<file path="config.mk">
export PLATFORM = sky130hd
export DESIGN_NAME = uart_frame_counter_flat
export DESIGN_NICKNAME = d
export VERILOG_FILES = /design/src/rtl/uart_frame_counter_if.sv /design/src/rtl/uart_frame_counter.sv /design/src/flat_wrapper.sv
export SDC_FILE = /design/constraint.sdc
export NUM_CORES = 1
export LEC_CHECK = 0
export ABC_AREA = 0
export CORE_MARGIN = 2
export CORE_UTILIZATION = 31
export DETAILED_ROUTE_END_ITERATION = 8
export MAX_ROUTING_LAYER = met4
export SYNTH_ARGS = -nofsm -noshare
export SYNTH_HDL_FRONTEND = slang
export SYNTH_SLANG_ARGS = --single-unit
</file>
<file path="constraint.sdc">
create_clock -name clock -period 2.7 [get_ports clock]
set_input_delay 0.54 -clock clock [delete_from_list [all_inputs] [get_ports clock]]
set_output_delay 0.54 -clock clock [all_outputs]
set_load 0.01 [all_outputs]
</file>
<file path="src/rtl/uart_frame_counter_if.sv">
// uart_frame_counter_if: per-channel control/status bundle for uart_frame_counter.
// Channel c occupies bit [c], or [c*W +: W] for multi-bit fields.
interface uart_frame_counter_if #(
  parameter int CHANNELS = 2,
  parameter int DATA_MAX = 9
);
  localparam int CNT_W = $clog2(DATA_MAX + 4);

  logic [CHANNELS-1:0]       start;
  logic [CHANNELS-1:0]       abort;
  logic [CHANNELS-1:0]       tick;
  logic [CHANNELS*4-1:0]     data_bits;
  logic [CHANNELS-1:0]       parity_en;
  logic [CHANNELS-1:0]       two_stop;
  logic [CHANNELS-1:0]       busy;
  logic [CHANNELS-1:0]       done;
  logic [CHANNELS-1:0]       last_bit;
  logic [CHANNELS*CNT_W-1:0] bit_idx;
  logic [CHANNELS*2-1:0]     phase;

  // Channel side: drives frame control, observes frame position.
  modport master (
    output start, abort, tick, data_bits, parity_en, two_stop,
    input  busy, done, last_bit, bit_idx, phase
  );

  // Counter side.
  modport slave (
    input  start, abort, tick, data_bits, parity_en, two_stop,
    output busy, done, last_bit, bit_idx, phase
  );
endinterface

</file>
<file path="src/rtl/uart_frame_counter.sv">
// uart_frame_counter: per-channel UART frame bit-position counter.
// Each channel runs an independent IDLE/RUN FSM that latches the frame
// format on start and advances one bit per tick until the last stop bit.
// Optional feature macro: UART_FRAME_CNT_PARITY_EN (parity bit support).
module uart_frame_counter #(
  parameter int CHANNELS = 2,
  parameter int DATA_MAX = 9
) (
  input  logic              clock,
  input  logic              reset_n,
  uart_frame_counter_if.slave fc
);
  localparam int CNT_W = $clog2(DATA_MAX + 4);

  typedef enum logic {IDLE, RUN} state_t;

  state_t              state_q  [CHANNELS];
  state_t              state_d  [CHANNELS];
  logic [CNT_W-1:0]    cnt_q    [CHANNELS];
  logic [CNT_W-1:0]    cnt_d    [CHANNELS];
  logic [3:0]          dbits_q  [CHANNELS];
  logic [3:0]          dbits_d  [CHANNELS];
  logic [CNT_W-1:0]    last_idx [CHANNELS];
  logic [CHANNELS-1:0] stop2_q, stop2_d;
  logic [CHANNELS-1:0] done_q, done_d;
  logic [CHANNELS-1:0] par_eff;
`ifdef UART_FRAME_CNT_PARITY_EN
  logic [CHANNELS-1:0] parity_q, parity_d;
`endif

  logic [CHANNELS-1:0]       busy_w;
  logic [CHANNELS-1:0]       last_w;
  logic [CHANNELS*CNT_W-1:0] idx_w;
  logic [CHANNELS*2-1:0]     ph_w;

  // 0 data bits means 1; anything above DATA_MAX saturates.
  function automatic logic [3:0] clamp_bits(input logic [3:0] raw);
    if (raw == 4'd0) return 4'd1;
    if (int'(raw) > DATA_MAX) return 4'(DATA_MAX);
    return raw;
  endfunction

`ifdef UART_FRAME_CNT_PARITY_EN
  assign par_eff = parity_q;
`else
  assign par_eff = '0;
`endif

  // State, count, done and latched format registers.
  always_ff @(posedge clock or negedge reset_n) begin
    if (!reset_n) begin
      for (int unsigned c = 0; c < CHANNELS; c++) begin
        state_q[c] <= IDLE;
        cnt_q[c]   <= '0;
        dbits_q[c] <= 4'd1;
      end
      stop2_q  <= '0;
      done_q   <= '0;
`ifdef UART_FRAME_CNT_PARITY_EN
      parity_q <= '0;
`endif
    end else begin
      state_q  <= state_d;
      cnt_q    <= cnt_d;
      dbits_q  <= dbits_d;
      stop2_q  <= stop2_d;
      done_q   <= done_d;
`ifdef UART_FRAME_CNT_PARITY_EN
      parity_q <= parity_d;
`endif
    end
  end

  // Index of the final stop bit (L-1) from the latched format.
  always_comb begin
    for (int unsigned c = 0; c < CHANNELS; c++) begin
      last_idx[c] = CNT_W'(dbits_q[c]) + CNT_W'(par_eff[c])
                  + (stop2_q[c] ? CNT_W'(2) : CNT_W'(1));
    end
  end

  // Next state: abort beats start beats tick; done is a single-cycle pulse.
  always_comb begin
    state_d  = state_q;
    cnt_d    = cnt_q;
    dbits_d  = dbits_q;
    stop2_d  = stop2_q;
    done_d   = '0;
`ifdef UART_FRAME_CNT_PARITY_EN
    parity_d = parity_q;
`endif
    for (int unsigned c = 0; c < CHANNELS; c++) begin
      if (fc.abort[c]) begin
        state_d[c] = IDLE;
        cnt_d[c]   = '0;
      end else if (fc.start[c]) begin
        state_d[c] = RUN;
        cnt_d[c]   = '0;
        dbits_d[c] = clamp_bits(fc.data_bits[c*4 +: 4]);
        stop2_d[c] = fc.two_stop[c];
`ifdef UART_FRAME_CNT_PARITY_EN
        parity_d[c] = fc.parity_en[c];
`endif
      end else if (fc.tick[c] && (state_q[c] == RUN)) begin
        if (cnt_q[c] == last_idx[c]) begin
          state_d[c] = IDLE;
          cnt_d[c]   = '0;
          done_d[c]  = 1'b1;
        end else begin
          cnt_d[c] = cnt_q[c] + CNT_W'(1);
        end
      end
    end
  end

  // Outputs: position and phase decoded from count and latched format.
  always_comb begin
    busy_w = '0;
    last_w = '0;
    idx_w  = '0;
    ph_w   = '0;
    for (int unsigned c = 0; c < CHANNELS; c++) begin
      busy_w[c]                 = (state_q[c] == RUN);
      last_w[c]                 = (state_q[c] == RUN) && (cnt_q[c] == last_idx[c]);
      idx_w[c*CNT_W +: CNT_W]   = cnt_q[c];
      if (cnt_q[c] == '0)
        ph_w[c*2 +: 2] = 2'd0;
      else if (cnt_q[c] <= CNT_W'(dbits_q[c]))
        ph_w[c*2 +: 2] = 2'd1;
      else if (par_eff[c] && (cnt_q[c] == CNT_W'(dbits_q[c]) + CNT_W'(1)))
        ph_w[c*2 +: 2] = 2'd2;
      else
        ph_w[c*2 +: 2] = 2'd3;
    end
  end

  assign fc.busy     = busy_w;
  assign fc.done     = done_q;
  assign fc.last_bit = last_w;
  assign fc.bit_idx  = idx_w;
  assign fc.phase    = ph_w;

endmodule

</file>
<file path="src/flat_wrapper.sv">
// flat-port wrapper written by rule: the top's interface ports become plain ports
module uart_frame_counter_flat 
#(
  parameter int CHANNELS = 2,
  parameter int DATA_MAX = 9
)
  (clock, reset_n, fc_start, fc_abort, fc_tick, fc_data_bits, fc_parity_en, fc_two_stop, fc_busy, fc_done, fc_last_bit, fc_bit_idx, fc_phase);
  uart_frame_counter_if #(.CHANNELS(CHANNELS), .DATA_MAX(DATA_MAX)) fc_i ();
  input  logic clock;
  input  logic reset_n;
  input wire logic [$bits(fc_i.start)-1:0] fc_start;
  input wire logic [$bits(fc_i.abort)-1:0] fc_abort;
  input wire logic [$bits(fc_i.tick)-1:0] fc_tick;
  input wire logic [$bits(fc_i.data_bits)-1:0] fc_data_bits;
  input wire logic [$bits(fc_i.parity_en)-1:0] fc_parity_en;
  input wire logic [$bits(fc_i.two_stop)-1:0] fc_two_stop;
  output wire logic [$bits(fc_i.busy)-1:0] fc_busy;
  output wire logic [$bits(fc_i.done)-1:0] fc_done;
  output wire logic [$bits(fc_i.last_bit)-1:0] fc_last_bit;
  output wire logic [$bits(fc_i.bit_idx)-1:0] fc_bit_idx;
  output wire logic [$bits(fc_i.phase)-1:0] fc_phase;
  assign fc_i.start = fc_start;
  assign fc_i.abort = fc_abort;
  assign fc_i.tick = fc_tick;
  assign fc_i.data_bits = fc_data_bits;
  assign fc_i.parity_en = fc_parity_en;
  assign fc_i.two_stop = fc_two_stop;
  assign fc_busy = fc_i.busy;
  assign fc_done = fc_i.done;
  assign fc_last_bit = fc_i.last_bit;
  assign fc_bit_idx = fc_i.bit_idx;
  assign fc_phase = fc_i.phase;
  uart_frame_counter #(.CHANNELS(CHANNELS), .DATA_MAX(DATA_MAX)) u_core (.clock(clock), .reset_n(reset_n), .fc(fc_i));
endmodule
</file>
Word-level counts from Yosys, hierarchy flattened

Index checks and enable logic that the tools add are counted.

Memories kept: 0
Bits of input ports: 20
Memory bits (read-only): 0
Latch bits: 0
Word-level logic and storage cells: 89
Flip-flop bits (word level): 22
Memory bits (writable): 0

Order comparisons: 4
Divide/modulo/power cells: 0
Shift operators: 0
Reductions and logical operators: 16
Multiplexer cells: 52
Eq/ne operators: 2
$add $sub $neg: 4
$mul: 0
Bitwise logic cells: 2

Operators by type and width:

| operator            | number |
|---|---|
| $mux 4              | 16 |
| $mux 1              | 30 |
| $logic_not 4->1     | 4 |
| $mux 2              | 6 |
| $reduce_bool 3->1   | 4 |
| $add 4x1->4 const B | 2 |
| $add 4x4->4         | 2 |
| $eq 4x4->1          | 2 |
| $gt 4x4->1 const B  | 2 |
| $le 4x4->1          | 2 |
| $reduce_and 2->1    | 4 |
| $logic_and 1x1->1   | 4 |
| $not 1->1           | 2 |

Depth between registers and ports, before layout

Gate-level depths: netlist (run 1).

Depth in word-level cells: 9
Mapped depth: 8
Gate-level depth less buffers: 8

Worst setup path after synthesis (run 1)

Ideal clock, no wire load.

Path kind: register -> output
Start point: register u_core.dbits_q[0] (netlist name)
End point: output fc_last_bit[1]
Arrival: 1.913 ns
Buffers on the path: 0
Setup slack: 0.247 ns
Stages on the path, launching flop included: 8
Cells stage by stage: dfstp_2 > ha_1 > inv_1 > fa_1 > xor2_2 > nand3_2 > nor3_2 > and2_1

Longest elaborated chain between the ends: 3

Ends and longest elaborated chain:

| element                | RTL line                  | text |
|---|---|---|
| start, declared        | uart_frame_counter.sv:21  | `logic [3:0] dbits_q [CHANNELS];` |
| start signal, assigned | uart_frame_counter.sv:65  | `dbits_q <= dbits_d;` |
| $add 4x4->4            | uart_frame_counter.sv:78  | `+ (stop2_q[c] ? CNT_W'(2) : CNT_W'(1));` |
| $eq 4x4->1             | uart_frame_counter.sv:124 | `last_w[c] = (state_q[c] == RUN) && (cnt_q[c] == last_idx[c]);` |
| $logic_and 1x1->1      | uart_frame_counter.sv:124 |  |
| end, declared          | flat_wrapper.sv:19        | `output wire logic [$bits(fc_i.last_bit)-1:0] fc_last_bit;` |

No other way between the ends.

Final worst setup path (run 1)

Same ends and word-level chain as after synthesis.

==> impl_metrics.tcl, run 1 <==
set metrics [dict create \
    grt_pass1_wl_um 6310 \
    path_cells "ha_4 > inv_2 > fa_1 > xor2_2 > nand3_2 > nor3_4 > and2_1 > buf_2" \
    period_share_pct 104 \
    drc_errors 0 \
    worstPathMaxFanout 2 \
    yosysTopAreaCell "dfrtp_1" \
    finalMaxSlewViolations 0 \
    seqPwrFrac_pct 34.5 \
    finalCriticalPeriod_ps 2800 \
    root_buffer "clkbuf_8" \
    seq_area_frac_synth_pct 33.0 \
    cp.required_ps 2160 \
    area_delta_synth_final_pct 42.2 \
    critPathMaxStageDelay_ps 580 \
    critPathBufInv 2 \
    yosysTopAreaCellShare_pct 29.9 \
    crit_path_top_delay_cell "fa_1" \
    die-area_um2 6010 \
    finalPower_mw 1.10 \
    run_status "finished, violations left" \
    yosys-top-cells-count "dfrtp_1, inv_1, nand2_1, ha_1, nor2_1" \
    netlist_area_um2 1680 \
    slew_headroom_pct 77.3 \
    holdCritPathClass "flip-flop to flip-flop" \
    violations "negative setup slack" \
    worst_slew_pin_slew_ps 336 \
    fp.coreArea_um2 5170 \
    clkPwrFrac_pct 28.1 \
    wl_per_cell_um 11.9 \
    internal_power_mw 0.784 \
    place_congestion 0.786 \
    placed_cell_area_um2 2260 \
    synth_ff_type "dfrtp_1" \
    dr.pass1.iters 4 \
    port_buffers 35 \
    netlist_instances 170 \
    synth-edff-count 0 \
    start_util_pct 32.4 \
    yosysWarnings 0 \
    ys_types 35 \
    antenna_found_initial 0 \
    syn-mean-instance-area_um2 9.86 \
    cp-start-kind "flip-flop" \
    cts_sinks 22 \
    ys_ff_latch 22 \
    max_freq_mhz 358 \
    grt_max_degree 23 \
    finalWorstSetupSlack_ps -95.5 \
    peakVddDrop_v 0.000262 \
    place_inst 293 \
    nets 269 \
    switching_power_mw 0.316 \
    track_usage_pct 13.3 \
    num_vias 1402 \
    htree_levels 1 \
    finalHoldViolations 0 \
    clock_latency_ps 260 \
    fp.dieH_um 77.5 \
    instances_no_fill 300 \
    rsz0062_at_grt "yes" \
    critPathTopFamily "adder cells" \
    die_w_um 77.5 \
    drtAntennaViolNets 0 \
    ioPinCount 38 \
    finalWirelength_um 3560 \
    cts_tree "done" \
    synthArstFlopShare_pct 100 \
    vias_per_cell 4.67 \
    switching_share_pct 28.7 \
    rows 26 \
    cp_data_arrival_time_ps 2260 \
    n_fill_cell 499 \
    drtIter0Drc 64 \
    fin_worst_skew_ps 3.75 \
    layout-drive-gt1-share_pct 23.5 \
    setup_viol 1 \
    power_frac_comb_pct 37.4 \
    clockBufferDepth 2 \
    grt_pass1_vias 1355 \
    p_leak_nw 1.05 \
    drv_cap 0 \
    critPathKind "flip-flop to primary output" \
    cts_inserted_buffers 3 \
    critPathCaptureType "primary output" \
    antenna_cells 0 \
    dp_hpwl_um 2850 \
    p_per_area_nw_per_um2 462 \
    overflow 0 \
    syn_nets 208 \
    clkTransAtPathRegs_ps 80 \
    holdBufCountCts 0 \
    fin_area_um2 2380 \
    synth.area.top_cells "dfrtp_1, ha_1, inv_1" \
]
cell families (layout without fill, tap and decap cells):
logic type | count (synthesis) | after routing | synth area share (%)
AO/OA/AOI/OAI | 36 | 36 | 14.6
XOR/XNOR | 10 | 10 | 10.1
adder cells (fa/ha/maj) | 18 | 18 | 14.3
buffers and inverters | 22 | 82 | 4.93
flip-flops | 22 | 22 | 33.0
multiplexers | 4 | 4 | 2.69
AND/OR/NAND/NOR | 58 | 58 | 20.3
area by class of cell:
cell class	count	area, µm²	share of cell area [%]
multi-input cells	126	1080	45.2
flip-flops and latches	22	556	23.3
repair buffers	58	515	21.6
well taps	70	87.6	3.67
inverters	20	75.1	3.15
clock buffers	3	41.3	1.73
clock inverters	1	30.0	1.26
registers in the layout, summed over array words and instances (netlist names):
signal,cells
u_core.fc.bit_idx,8
u_core.fc.done,2
u_core.stop2_q,2
u_core.fc.busy,2
u_core.dbits_q,8
placed cells by master, fill, tap and decap left out, drive strengths merged, types with 3 or more instances in the layout:
cell type,synthesis,final
a21oi,10,10
buf,0,25
clkbuf,2,3
clkdlybuf4s50,0,32
dfrtp,20,20
ha,16,16
inv,20,20
mux2,4,4
nand2,20,20
nand2b,6,6
nand3,4,4
nor2,10,10
nor2b,4,4
o21ai,8,8
o311ai,8,8
xnor2,4,4
xor2,4,4
routing by layer:
layer,part of all wire [%],GRT usage (%),up-vias
met5,0,-,-
met4,0.96,3.21,0
met1,50,18.6,652
li1,-,-,708
met2,44,20.0,40
met3,4.4,2.33,2
path summary, 6_finish.rpt:
check,start,end,slack (ps),depth (start not counted)
setup / recovery,u_core.dbits_q[0],fc_last_bit[1],-100,8
hold / removal,u_core.dbits_q[5],u_core.dbits_q[5],550,2
setup reg to reg,u_core.dbits_q[0],u_core.fc.bit_idx[4],310,9
hold reg to reg,u_core.dbits_q[5],u_core.dbits_q[5],550,2
max in group asynchronous,reset_n,u_core.dbits_q[4],1800,2
min in group asynchronous,reset_n,u_core.stop2_q[1],620,2
worst register-to-register path, delay by kind of cell, from the launching register on:
family | cells | cell delay [ps]
adder cells (fa/ha/maj) | 2 | 710
flip-flops | 1 | 560
XOR/XNOR | 1 | 150
AND/OR/NAND/NOR | 1 | 120
AO/OA/AOI/OAI | 2 | 420
buffers and inverters | 3 | 310
timing repair:
action,4_1_cts,5_1_grt
cloned,0,0
pin swaps,11,9
buffers inserted,2,1
setup endpoints to repair,2,4
resized for setup,15,4
power groups by stage:
stage / combinational, mW / sequential [mW] / clock, mW
after floorplan: 0.229 / 0.383 / 0
after global placement: 0.372 / 0.383 / 0
after detailed placement: 0.378 / 0.384 / 0
after CTS: 0.408 / 0.379 / 0.318
after global routing: 0.454 / 0.383 / 0.328
final: 0.412 / 0.379 / 0.309
through the flow:
stage	TNS [ps]	utilization (%)	setup slack, ps	hold slack (ps)
6_report	-95.5	46.1	-95.5	554
5_1_grt	-323	46.1	-195	607
4_1_cts	-260	45.8	-133	559
3_5_place_dp	-500	43.6	-294	539
3_3_place_gp	-483	43.6	-291	501
2_1_floorplan	0	-	247	244
Note: power is estimated with default switching activity, not from simulation.
==> inputs of run 2 (changes only) <==
- CTS_CLUSTER_SIZE: not set -> 30
==> results of run 2 <==
Final layout, timing and power as in run 1 (identical DEF).
